$ cat config.mk
export PLATFORM = sky130hd
export DESIGN_NAME = pwm_gen
export DESIGN_NICKNAME = d
export VERILOG_FILES = /design/src/rtl/pwm_gen.sv
export SDC_FILE = /design/constraint.sdc
export NUM_CORES = 1
export LEC_CHECK = 0
export CAP_MARGIN = 20
export CORE_MARGIN = 4
export CORE_UTILIZATION = 50
export DETAILED_ROUTE_END_ITERATION = 12
export MAX_ROUTING_LAYER = met4
export PLACE_DENSITY = 0.78
export SLEW_MARGIN = 20
export SYNTH_ARGS = -nofsm -noshare
export SYNTH_HDL_FRONTEND = slang
export SYNTH_SLANG_ARGS = --single-unit
$ cat constraint.sdc
create_clock -name clk -period 5.74 [get_ports clk]
set_clock_uncertainty 0.1 [all_clocks]
set_input_delay 1.722 -clock clk [delete_from_list [all_inputs] [get_ports clk]]
set_output_delay 1.722 -clock clk [all_outputs]
set_load 0.005 [all_outputs]
$ cat src/rtl/pwm_gen.sv
// pwm_gen: complementary PWM gate-drive pair with programmable period, duty and
// dead time. A new configuration is taken into a shadow register through a
// valid/ready port and moved to the active set only on a period boundary (or
// while the generator is disabled), so a running waveform never glitches.
//
// Handshake: a configuration transfers on every rising clk edge where
// cfg_valid & cfg_ready are both 1. cfg_ready depends only on internal state
// (the shadow register being empty), never on cfg_valid. The offering side
// holds cfg_valid and the cfg_* fields stable until the transfer happens.
module pwm_gen #(
    parameter int CNT_W      = 16,
    parameter int DEAD_W     = 8,
    parameter int DEF_PERIOD = 100,
    parameter int DEF_DUTY   = 50,
    parameter int DEF_DEAD   = 0
) (
    input  logic              clk,
    input  logic              rst,
    input  logic              en,
    input  logic              cfg_valid,
    output logic              cfg_ready,
    input  logic [CNT_W-1:0]  cfg_period,
    input  logic [CNT_W-1:0]  cfg_duty,
    input  logic [DEAD_W-1:0] cfg_dead,
    output logic              ctrl,
    output logic              ctrl_n,
    output logic              period_start,
    output logic              cfg_pending
);

    localparam logic [CNT_W-1:0]  PERIOD_RST = CNT_W'(DEF_PERIOD);
    localparam logic [CNT_W-1:0]  DUTY_RST   = CNT_W'(DEF_DUTY);
    localparam logic [DEAD_W-1:0] DEAD_RST   = DEAD_W'(DEF_DEAD);
    localparam logic [CNT_W-1:0]  PERIOD_MIN = CNT_W'(2);
    localparam logic [DEAD_W-1:0] RUN_MAX    = '1;

    // shadow (offered) and active (in use) configuration
    logic [CNT_W-1:0]  sh_period, sh_duty;
    logic [DEAD_W-1:0] sh_dead;
    logic              pending;
    logic [CNT_W-1:0]  period_act, duty_act;
    logic [DEAD_W-1:0] dead_act;

    logic [CNT_W-1:0]  cnt;
    logic [DEAD_W-1:0] hi_run, lo_run;

    logic accept;
    logic wrap;
    logic apply;
    logic raw;

    assign cfg_ready   = !pending;
    assign cfg_pending = pending;

    // accept and apply are mutually exclusive: one needs pending=0, the other pending=1,
    // so a config accepted on a wrap cycle is only applied at the following wrap
    assign accept = cfg_valid && !pending;
    assign wrap   = en && (cnt == period_act - CNT_W'(1));
    assign apply  = pending && (wrap || !en);
    assign raw    = (cnt < duty_act);

    // shadow register and pending flag; periods below 2 are clamped to 2
    always_ff @(posedge clk or negedge rst) begin
        if (!rst) begin
            sh_period <= PERIOD_RST;
            sh_duty   <= DUTY_RST;
            sh_dead   <= DEAD_RST;
            pending   <= 1'b0;
        end else if (accept) begin
            sh_period <= (cfg_period < PERIOD_MIN) ? PERIOD_MIN : cfg_period;
            sh_duty   <= cfg_duty;
            sh_dead   <= cfg_dead;
            pending   <= 1'b1;
        end else if (apply) begin
            pending   <= 1'b0;
        end
    end

    // active configuration, replaced only on a wrap or while disabled
    always_ff @(posedge clk or negedge rst) begin
        if (!rst) begin
            period_act <= PERIOD_RST;
            duty_act   <= DUTY_RST;
            dead_act   <= DEAD_RST;
        end else if (apply) begin
            period_act <= sh_period;
            duty_act   <= sh_duty;
            dead_act   <= sh_dead;
        end
    end

    // period counter, parked at 0 while disabled so each enable starts a fresh period
    always_ff @(posedge clk or negedge rst) begin
        if (!rst) begin
            cnt <= '0;
        end else if (!en || wrap) begin
            cnt <= '0;
        end else begin
            cnt <= cnt + CNT_W'(1);
        end
    end

    // run counters: number of earlier consecutive cycles with the same raw level,
    // so the first cycle of a run sees 0; saturating, cleared on a level change
    always_ff @(posedge clk or negedge rst) begin
        if (!rst) begin
            hi_run <= '0;
            lo_run <= '0;
        end else if (!en) begin
            hi_run <= '0;
            lo_run <= '0;
        end else if (raw) begin
            lo_run <= '0;
            if (hi_run != RUN_MAX) hi_run <= hi_run + DEAD_W'(1);
        end else begin
            hi_run <= '0;
            if (lo_run != RUN_MAX) lo_run <= lo_run + DEAD_W'(1);
        end
    end

    // registered gate drives and period marker; a level must persist dead_act cycles
    // before its output turns on, which keeps ctrl and ctrl_n from overlapping
    always_ff @(posedge clk or negedge rst) begin
        if (!rst) begin
            ctrl         <= 1'b0;
            ctrl_n       <= 1'b0;
            period_start <= 1'b0;
        end else begin
            ctrl         <= en && raw && (hi_run >= dead_act);
            ctrl_n       <= en && !raw && (lo_run >= dead_act);
            period_start <= en && (cnt == '0);
        end
    end

endmodule

======== After elaboration in Yosys (flattened, before gate mapping) ========
Cells that the tools add are included.
W data, S select, Z words.
storage, ports and cells
  bits in registers ....................... 116
  bits of input ports ..................... 44
  output and inout bits ................... 5
cells by class
  add/sub/neg operators ................... 4
  magnitude comparators ................... 4
  equal/unequal tests ..................... 5
  mux-type cells .......................... 10
  reductions and logical operators ........ 14
operator list
  operator                 count
  $mux W8                  6
  $mux W16                 2
  $add A16 B1 Y16 const B  1
  $add A8 B1 Y8 const B    2
  $eq A16 B16 Y1           1
  $ge A8 B8 Y1             2
  $logic_not A16 Y1        1
  $lt A16 B16 Y1           1
  $lt A16 B2 Y1 const B    1
  $ne A8 B8 Y1 const B     2
  $sub A16 B1 Y16 const B  1
  $logic_and A1 B1 Y1      8
  $logic_not A1 Y1         3
  $ne A3 B1 Y1 const B     1
  $ne A3 B2 Y1 const B     1
  $mux W1                  2
  $reduce_bool A2 Y1       1
  $logic_or A1 B1 Y1       1

======== Logic depth before layout (Yosys ltp) ========
Gate-level depths: netlist (run 1).
  depth after elaboration ................. 7
  gate-level depth with buffers ........... 12
  gate-level depth less buffers ........... 9

======== Worst setup path after synthesis (run 1) ========
No wires, ideal clock.
  path type ............................... reg2reg
  start point ............................. reg period_act[0]
  end point ............................... reg dead_act[0]
  setup time .............................. 0.070 ns
  data arrival time ....................... 3.127 ns
  path slack .............................. 2.443 ns
  cell stages (with the launch flop) ...... 11
  period minus slack after synthesis ...... 3.297 ns
  cell sequence ........................... dfrtp_1 or4_1 buf_2 or4b_1 a21oi_1 nor3_1 or4_1 buf_4 buf_6 or4_1 nand3_1
on the way
  longest elaborated chain between the ends .. 5
ends and longest elaborated chain
  element                   RTL line  RTL
  start: declaration        41        logic [CNT_W-1:0] period_act, duty_act;
  start signal: assignment  86        period_act <= sh_period;
  $sub A16 B1 Y16           58        assign wrap = en && (cnt == period_act - CNT_W'(1));
  $eq A16 B16 Y1            58
  $logic_and A1 B1 Y1       58
  $logic_or A1 B1 Y1        59        assign apply = pending && (wrap || !en);
  $logic_and A1 B1 Y1       59
  end signal: assignment    84        dead_act <= DEAD_RST;
  end signal: assignment    88        dead_act <= sh_dead;
  end: declaration          42        logic [DEAD_W-1:0] dead_act;
Every way passes these cells.
A chain may end at the register's enable or synchronous reset.

======== Worst setup path in the final report (run 1) ========
  start point ............................. reg period_act[0]
  end point ............................... reg duty_act[6]
on the way
  longest elaborated chain between the ends .. 5
ends and longest elaborated chain
  element                 RTL line  RTL
  $sub A16 B1 Y16         58
  $eq A16 B16 Y1          58
  $logic_and A1 B1 Y1     58
  $logic_or A1 B1 Y1      59
  $logic_and A1 B1 Y1     59
  end signal: assignment  87        duty_act <= sh_duty;
  end: declaration        41
Every way passes these cells.

==> results_tabular.tex, run 1 <==
\begin{tabular}{lr}
\hline
Metric & Value \\
\hline
\multicolumn{2}{l}{\textbf{Run status}} \\
Result of the run & complete, no violations \\
\multicolumn{2}{l}{\textbf{Die}} \\
Die Ht & between 100 and 150 µm \\
Die width & 128 µm \\
Starting density of the core & approximately half \\
I/O pin total & roughly 50 \\
Number of rows in the core area & 43 \\
Core area & roughly 0.014 mm² \\
Die area & 0.0163 mm² \\
\multicolumn{2}{l}{\textbf{Detailed routing}} \\
Routed Antenna Nets & 0 \\
Routed vias/inst & between 6 and 7 \\
Number of DRC markers after the initial detailed-route iteration & roughly 820 \\
Number of iterations in the first detailed-routing pass & 8 \\
Total number of vias & $\sim$6200 \\
Number of DRC violations after detailed routing & 0 \\
Final wirelength & 17900 µm \\
Routed wire per std cell & between 15 and 20 µm \\
\multicolumn{2}{l}{\textbf{Placement}} \\
Count of buffers inserted at the top-level ports & 48 \\
DP HPWL & 11700 µm \\
Placed inst area & between 0.007 and 0.008 mm² \\
Final GP Congestion & approximately 0.96 \\
\multicolumn{2}{l}{\textbf{Yosys}} \\
Cells after synthesis & about 760 \\
Unique cell type count in the Yosys netlist & between 50 and 60 \\
Share of synthesized area occupied by flip-flops and latches & 40.8\% \\
Net Count, Synth & between 800 and 900 \\
Syn. warnings & 0 \\
Top flip-flop cell by instance count after synthesis & dfrtp\_1 \\
Count of flip-flops with a built-in enable after synthesis & 0 \\
Proportion of synthesized flip-flops having asynchronous set or reset & 100\% \\
Avg Inst Size Synth & about 9.4 µm² \\
Flip-flop and latch count after synthesis & between 100 and 150 \\
Mapped Area & 0.00715 mm² \\
\multicolumn{2}{l}{\textbf{Clock network}} \\
Root Buffer Master & clkbuf\_16 \\
Count of buffers added by post-CTS timing repair for setup & 0 \\
Latest clock arrival within the worst-skew pair & between 0.4 and 0.5 ns \\
CTS H-Tree Depth & 4 \\
Number of buffers added by the clock tree synthesis step & 17 \\
Number of sinks on the clock net & approximately 120 \\
Clock buffer depth & 2 \\
Clock input transition at the sequential cells of the worst setup and hold paths & $\sim$0.05 ns \\
Count of cells resized by post-cts repair & 0 \\
Hold-fix buffers at CTS & 0 \\
CTS tree & done \\
\multicolumn{2}{l}{\textbf{Critical path}} \\
Critical path startpoint category & flop \\
Required time of the critical path & roughly 6 ns \\
Kind of end point of the critical path & flop \\
Worst Path Arrival & approximately 4.3 ns \\
Worst-path maximum fanout & 50 \\
Setup CP Type & reg -> reg \\
\multicolumn{2}{l}{\textbf{STA}} \\
Transition time at the pin with the least slew margin & a little over 0.8 ns \\
Period utilization & a little over two thirds \\
Setup repair after global routing missed its margin & false \\
Finish-stage setup viols & 0 \\
Max frequency & 247 MHz \\
Max\_slew headroom & between 40\% and 50\% \\
Total negative slack & 0 ns \\
Final hold viol count & 0 \\
Max Slew Vio Count & 0 \\
Final critical path time including I/O delays and setup & about 4 ns \\
\multicolumn{2}{l}{\textbf{Cells and area}} \\
Antenna Cells & 0 \\
Final Cell Area & 0.00828 mm² \\
Nets & between 800 and 900 \\
Ratio of cells with drive above 1 in the final layout & 12.4\% \\
Area overhead of the layout relative to synthesis & 15.9\% \\
\multicolumn{2}{l}{\textbf{Power}} \\
Pwr Total & between 2000 and 3000 µW \\
LEAKAGE & between 0.003 and 0.004 µW \\
Power density over the cells & 312 mW/mm² \\
Largest voltage drop on the vdd net & 0.243 mV \\
\multicolumn{2}{l}{\textbf{Global routing}} \\
Number of global-route vias before repair & 6167 \\
Wire length of the first global-routing pass & between 20000 and 30000 µm \\
Maximum number of pins on one net before global-route repair & 86 \\
GRT Residual Overflow & 0 \\
Initial antenna violation count & 1 \\
GRT Total Usage & 23.4\% \\
\multicolumn{2}{l}{\textbf{Run}} \\
Max-capacitance violation count & 0 \\
\multicolumn{2}{l}{\textbf{Min path}} \\
Class of the tightest hold or removal check & reg -> reg \\
\hline
\end{tabular}
-- kinds of logic (layout without fill, tap and decap cells) --
logic type	after synthesis	after routing	synth area share, %
buffers and inverters	95	123	5.50
muxes	43	43	6.69
adders and majority gates	36	36	6.30
and+or+nand+nor	286	286	21.2
xor gates and xnor gates	40	40	4.90
AOI/OAI and AO/OA	141	141	14.6
DFF	116	116	40.8
-- final timing paths --
path,start,to,slack [ns],cells after the start
min in group asynchronous,rst,duty_act[6]$_DFFE_PN0P_,1.25,1
max reg2reg,period_act[0]$_DFFE_PN0P_,duty_act[6]$_DFFE_PN0P_,1.69,10
min,duty_act[14]$_DFFE_PN0P_,duty_act[14]$_DFFE_PN0P_,0.44,2
max in group asynchronous,rst,period_act[5]$_DFFE_PN1P_,3.31,2
min reg2reg,duty_act[14]$_DFFE_PN0P_,duty_act[14]$_DFFE_PN0P_,0.44,2
max,period_act[0]$_DFFE_PN0P_,duty_act[6]$_DFFE_PN0P_,1.69,10
-- through the flow --
| stage | setup WS (ns) | utilization [%] | hold slack (ns) | instances |
|---|---|---|---|---|
| floorplan | 2.44 | - | 0.403 | 757 |
| global placement | 1.56 | 55.1 | 0.423 | 935 |
| detailed placement | 1.47 | 55.1 | 0.429 | 935 |
| CTS | 1.43 | 59.4 | 0.443 | 965 |
| global route | 1.38 | 59.5 | 0.469 | 965 |
| finish | 1.69 | 59.5 | 0.437 | 965 |
-- worst max-delay path, cell delays in order (launching register included) --
cell and delay, ns:
dfrtp_1 0.43, inv_1 0.13, ha_1 0.25, or4b_2 0.60, nor4_1 0.28, xnor2_1 0.11
a2111oi_0 0.67, o21ai_4 0.39, buf_4 0.37, or4_1 0.51, nand3_1 0.11
-- report_power, final --
part	switching, µW	total (µW)	leakage (µW)	internal (µW)
Combinational	227	444	0.00187	217
Sequential	120	1060	0.00135	943
Clock	373	1080	0.000297	707
-- cell type report --
class / instances / area, µm²
clock buffer: 20 / 467
clock inverter: 10 / 131
fill: 1138 / 5650
inverter: 37 / 139
multi-input combinational: 546 / 3860
sequential: 116 / 2920
tap: 180 / 225
timing repair buffer: 56 / 542
-- per-layer routing --
metal,routed length (µm),GRT usage (%),share of wire (%),vias up
met5,0,-,0,-
met4,419,9.21,2.3,0
met3,1130,5.48,6.3,42
met2,8720,37.0,49,268
met1,7680,29.1,43,2994
li1,-,-,-,2848
-- sequential cells by signal (all words and copies together), names as in the netlist --
signal,cells
dead_act,8
cfg_pending,1
duty_act,16
hi_run,8
lo_run,8
period_start,1
sh_dead,8
ctrl_n,1
sh_period,16
cnt,16
period_act,16
sh_duty,16
ctrl,1
-- cell usage in the layout (no fill, tap or decap), types with 17 or more instances in the layout --
cell type,instances
clkbuf_16,17
a222oi_1,40
xor2_1,21
nor2_1,54
xnor2_1,19
inv_1,35
o21ai_0,52
and2_1,17
or4_1,43
nand3_1,60
nand2_1,52
dfrtp_1,104
mux2_2,38
ha_1,36
clkdlybuf4s50_1,47
-- synth_stat cells (8+ instances only) --
cell type / instances / area (µm²)
a211oi_1: 13 / 97.6
a21o_1: 12 / 90.1
a222oi_1: 40 / 400
and2_1: 17 / 106
and3_1: 9 / 56.3
clkbuf_1: 51 / 191
dfrtp_1: 104 / 2600
dfstp_2: 12 / 315
ha_1: 36 / 450
inv_1: 35 / 131
mux2_2: 38 / 428
nand2_1: 52 / 195
nand3_1: 60 / 300
nand4_1: 8 / 50.1
nor2_1: 55 / 206
nor3_1: 11 / 55.1
nor4_1: 10 / 62.6
o21ai_0: 52 / 260
or4_1: 44 / 330
xnor2_1: 19 / 166
xor2_1: 21 / 184
No activity file was read; power rests on OpenSTA's default activity.
==> run 2: changes to the inputs <==
--- a/config.mk
+++ b/config.mk
@@ -10,7 +10,7 @@
 export CORE_UTILIZATION = 50
 export DETAILED_ROUTE_END_ITERATION = 12
 export MAX_ROUTING_LAYER = met4
-export PLACE_DENSITY = 0.78
+export PLACE_DENSITY = 0.81
 export SLEW_MARGIN = 20
 export SYNTH_ARGS = -nofsm -noshare
 export SYNTH_HDL_FRONTEND = slang
==> constraint.sdc (replaced) <==
create_clock -name clk -period 3.66 [get_ports clk]
set_clock_uncertainty 0.1 [all_clocks]
set_input_delay 1.098 -clock clk [delete_from_list [all_inputs] [get_ports clk]]
set_output_delay 1.098 -clock clk [all_outputs]
set_load 0.005 [all_outputs]
==> run 2 against run 1 <==
Compared with the run above: final area is 1.3% higher; hold slack better by 0.0013 ns; critical endpoint is now duty_act[15]$_DFFE_PN0P_; largest power group is now sequential cells; non-clock buffer count is 18 higher; global-route usage is 0.30 points lower; worst setup slack worse by 1.5 ns.
==> results_tabular.tex, run 2 (same netlist as run 1, synthesis figures left out) <==
\begin{tabular}{lr}
\hline
Metric & Value \\
\hline
\multicolumn{2}{l}{\textbf{Run status}} \\
Result of the run & complete, no violations \\
\multicolumn{2}{l}{\textbf{Die}} \\
I/O pin total & 49 \\
Die area & around 0.016 mm² \\
Starting density of the core & around half \\
Die width & around 130 µm \\
Number of rows in the core area & 43 \\
Die Ht & $\sim$130 µm \\
Core area & about 0.014 mm² \\
\multicolumn{2}{l}{\textbf{Run}} \\
Max-capacitance violation count & 0 \\
\multicolumn{2}{l}{\textbf{Clock network}} \\
Number of sinks on the clock net & $\sim$120 \\
Latest clock arrival within the worst-skew pair & $\sim$0.42 ns \\
Number of buffers added by the clock tree synthesis step & 17 \\
Clock input transition at the sequential cells of the worst setup and hold paths & roughly 0.050 ns \\
CTS tree & done \\
Root Buffer Master & clkbuf\_16 \\
Clock buffer depth & 2 \\
CTS H-Tree Depth & 4 \\
\multicolumn{2}{l}{\textbf{Min path}} \\
Class of the tightest hold or removal check & reg -> reg \\
\multicolumn{2}{l}{\textbf{Cells and area}} \\
Area overhead of the layout relative to synthesis & 17.5\% \\
Antenna Cells & 0 \\
Count of fill cells added during filler insertion & between 1000 and 1500 \\
Highest-count cells in the layout ignoring fill and taps & dfrtp\_1, nand3\_1, nor2\_1, nand2\_1, o21ai\_0 \\
Nets & about 870 \\
Final core utilization & about three fifths \\
Ratio of cells with drive above 1 in the final layout & between 10\% and 20\% \\
Leading cell type in the layout, fill and taps excluded & dfrtp\_1 \\
\multicolumn{2}{l}{\textbf{Detailed routing}} \\
Final wirelength & $\sim$18000 µm \\
Total number of vias & 6132 \\
Number of DRC markers after the initial detailed-route iteration & about 780 \\
Number of DRC violations after detailed routing & 0 \\
Number of iterations in the first detailed-routing pass & 6 \\
Routed wire per std cell & between 15 and 20 µm \\
Routed Antenna Nets & 0 \\
Routed vias/inst & between 6 and 7 \\
\multicolumn{2}{l}{\textbf{STA}} \\
Finish-stage setup viols & 0 \\
Final critical path time including I/O delays and setup & 3.44 ns \\
Transition time at the pin with the least slew margin & 0.839 ns \\
Final hold viol count & 0 \\
Setup repair after global routing missed its margin & false \\
Total negative slack & 0 ns \\
Hold slack final & roughly 0.44 ns \\
Period utilization & approximately 94\% \\
Max frequency & around 290 MHz \\
Max\_slew headroom & between 40\% and 50\% \\
Max Slew Vio Count & 0 \\
Slack of the critical path & 0.218 ns \\
\multicolumn{2}{l}{\textbf{Critical path}} \\
Worst-path maximum fanout & a little over 50 \\
Critical path startpoint category & flop \\
Required time of the critical path & between 3 and 4 ns \\
Setup CP Type & reg -> reg \\
Worst Path Arrival & 3.69 ns \\
Kind of end point of the critical path & flop \\
Worst R2R Setup Slack & approximately 0.22 ns \\
\multicolumn{2}{l}{\textbf{Global routing}} \\
Wire length of the first global-routing pass & between 20000 and 30000 µm \\
GRT Total Usage & a little under a quarter \\
Maximum number of pins on one net before global-route repair & a little over 80 \\
Initial antenna violation count & 1 \\
GRT Residual Overflow & 0 \\
Number of global-route vias before repair & about 5800 \\
\multicolumn{2}{l}{\textbf{Placement}} \\
Setup WS pre-CTS & 0.122 ns \\
DP HPWL & around 11000 µm \\
Count of buffers inserted at the top-level ports & 48 \\
Final GP Congestion & 0.967 \\
\multicolumn{2}{l}{\textbf{Power}} \\
Power density over the cells & $\sim$460 mW/mm² \\
LEAKAGE & $\sim$0.0036 µW \\
Largest voltage drop on the vdd net & 0.352 mV \\
\hline
\end{tabular}
[run 2: changes by cell type in the layout (fill, tap and decap cells not counted), moves of 2 or more]
| cell | delta |
|---|---|
| bufinv_16 | -2 |
| clkbuf_8 | -2 |
| buf_12 | +3 |
| buf_4 | +15 |
| clkbuf_1 | +8 |
[run 2: area by class of cell]
cell class | instances | area (µm²) | share of cell area, %
Inverter | 37 | 139 | 1.65
Clock inverter | 6 | 57.6 | 0.686
Timing Repair Buffer | 74 | 714 | 8.51
Sequential cell | 116 | 2920 | 34.8
Tap cell | 180 | 225 | 2.68
Clock buffer | 26 | 469 | 5.59
Multi-Input combinational cell | 546 | 3870 | 46.1
[run 2: repair_timing]
item | in CTS | in global routing
buffers inserted | 0 | 2
setup endpoints to repair | 0 | 45
hold buffers | 0 | 0
gates resized for setup | 0 | 2
[run 2: metal layers]
metal	global-route usage, %	routed length (µm)	vias to the layer above	share of wire (%)
met5	-	0	-	0
met1	29.8	7550	2958	43
li1	-	-	2899	-
met4	8.64	411	0	2.3
met3	5.48	1240	37	7.0
met2	35.5	8340	238	48
[run 2: critical path: stages (launching register included)]
cell	delay (ns)
dfrtp_1	0.38
buf_4	0.15
inv_1	0.09
ha_1	0.21
or3b_2	0.51
o311ai_0	0.34
o21ai_0	0.12
or4_2	0.58
buf_6	0.23
or4_1	0.55
nand3_1	0.10
[run 2: final timing paths]
| path | startpoint | end | cells past startpoint |
|---|---|---|---|
| hold reg to reg | sh_period[9]$_DFFE_PN0P_ | sh_period[9]$_DFFE_PN0P_ | 1 |
| setup reg to reg | period_act[0]$_DFFE_PN0P_ | duty_act[15]$_DFFE_PN0P_ | 10 |
| max in group asynchronous | rst | period_act[6]$_DFFE_PN1P_ | 2 |
| hold / removal | sh_period[9]$_DFFE_PN0P_ | sh_period[9]$_DFFE_PN0P_ | 1 |
| setup / recovery | period_act[0]$_DFFE_PN0P_ | duty_act[15]$_DFFE_PN0P_ | 10 |
| min in group asynchronous | rst | sh_duty[7]$_DFFE_PN0P_ | 1 |
[run 2: power breakdown]
group          internal [µW]  total [µW]  switching, µW
clock                    944        1520            573
combinational            356         723            367
sequential              1480        1650            168
total                   2780        3890           1110
[run 2: stage by stage]
stage | power [µW] | instances | area [µm²]
floorplan | 2110 | 757 | 7150
global placement | 2350 | 951 | 7840
detailed placement | 2370 | 951 | 7840
CTS | 3900 | 983 | 8360
global route | 4080 | 985 | 8390
finish | 3890 | 985 | 8390
==> run 3: changes to the inputs <==
--- a/config.mk
+++ b/config.mk
@@ -11,6 +11,7 @@
 export DETAILED_ROUTE_END_ITERATION = 12
 export MAX_ROUTING_LAYER = met4
 export PLACE_DENSITY = 0.81
+export SKIP_LAST_GASP = 1
 export SLEW_MARGIN = 20
 export SYNTH_ARGS = -nofsm -noshare
 export SYNTH_HDL_FRONTEND = slang
==> results of run 3 <==
Same layout as run 2: the final DEF is identical, and so are final timing and power.
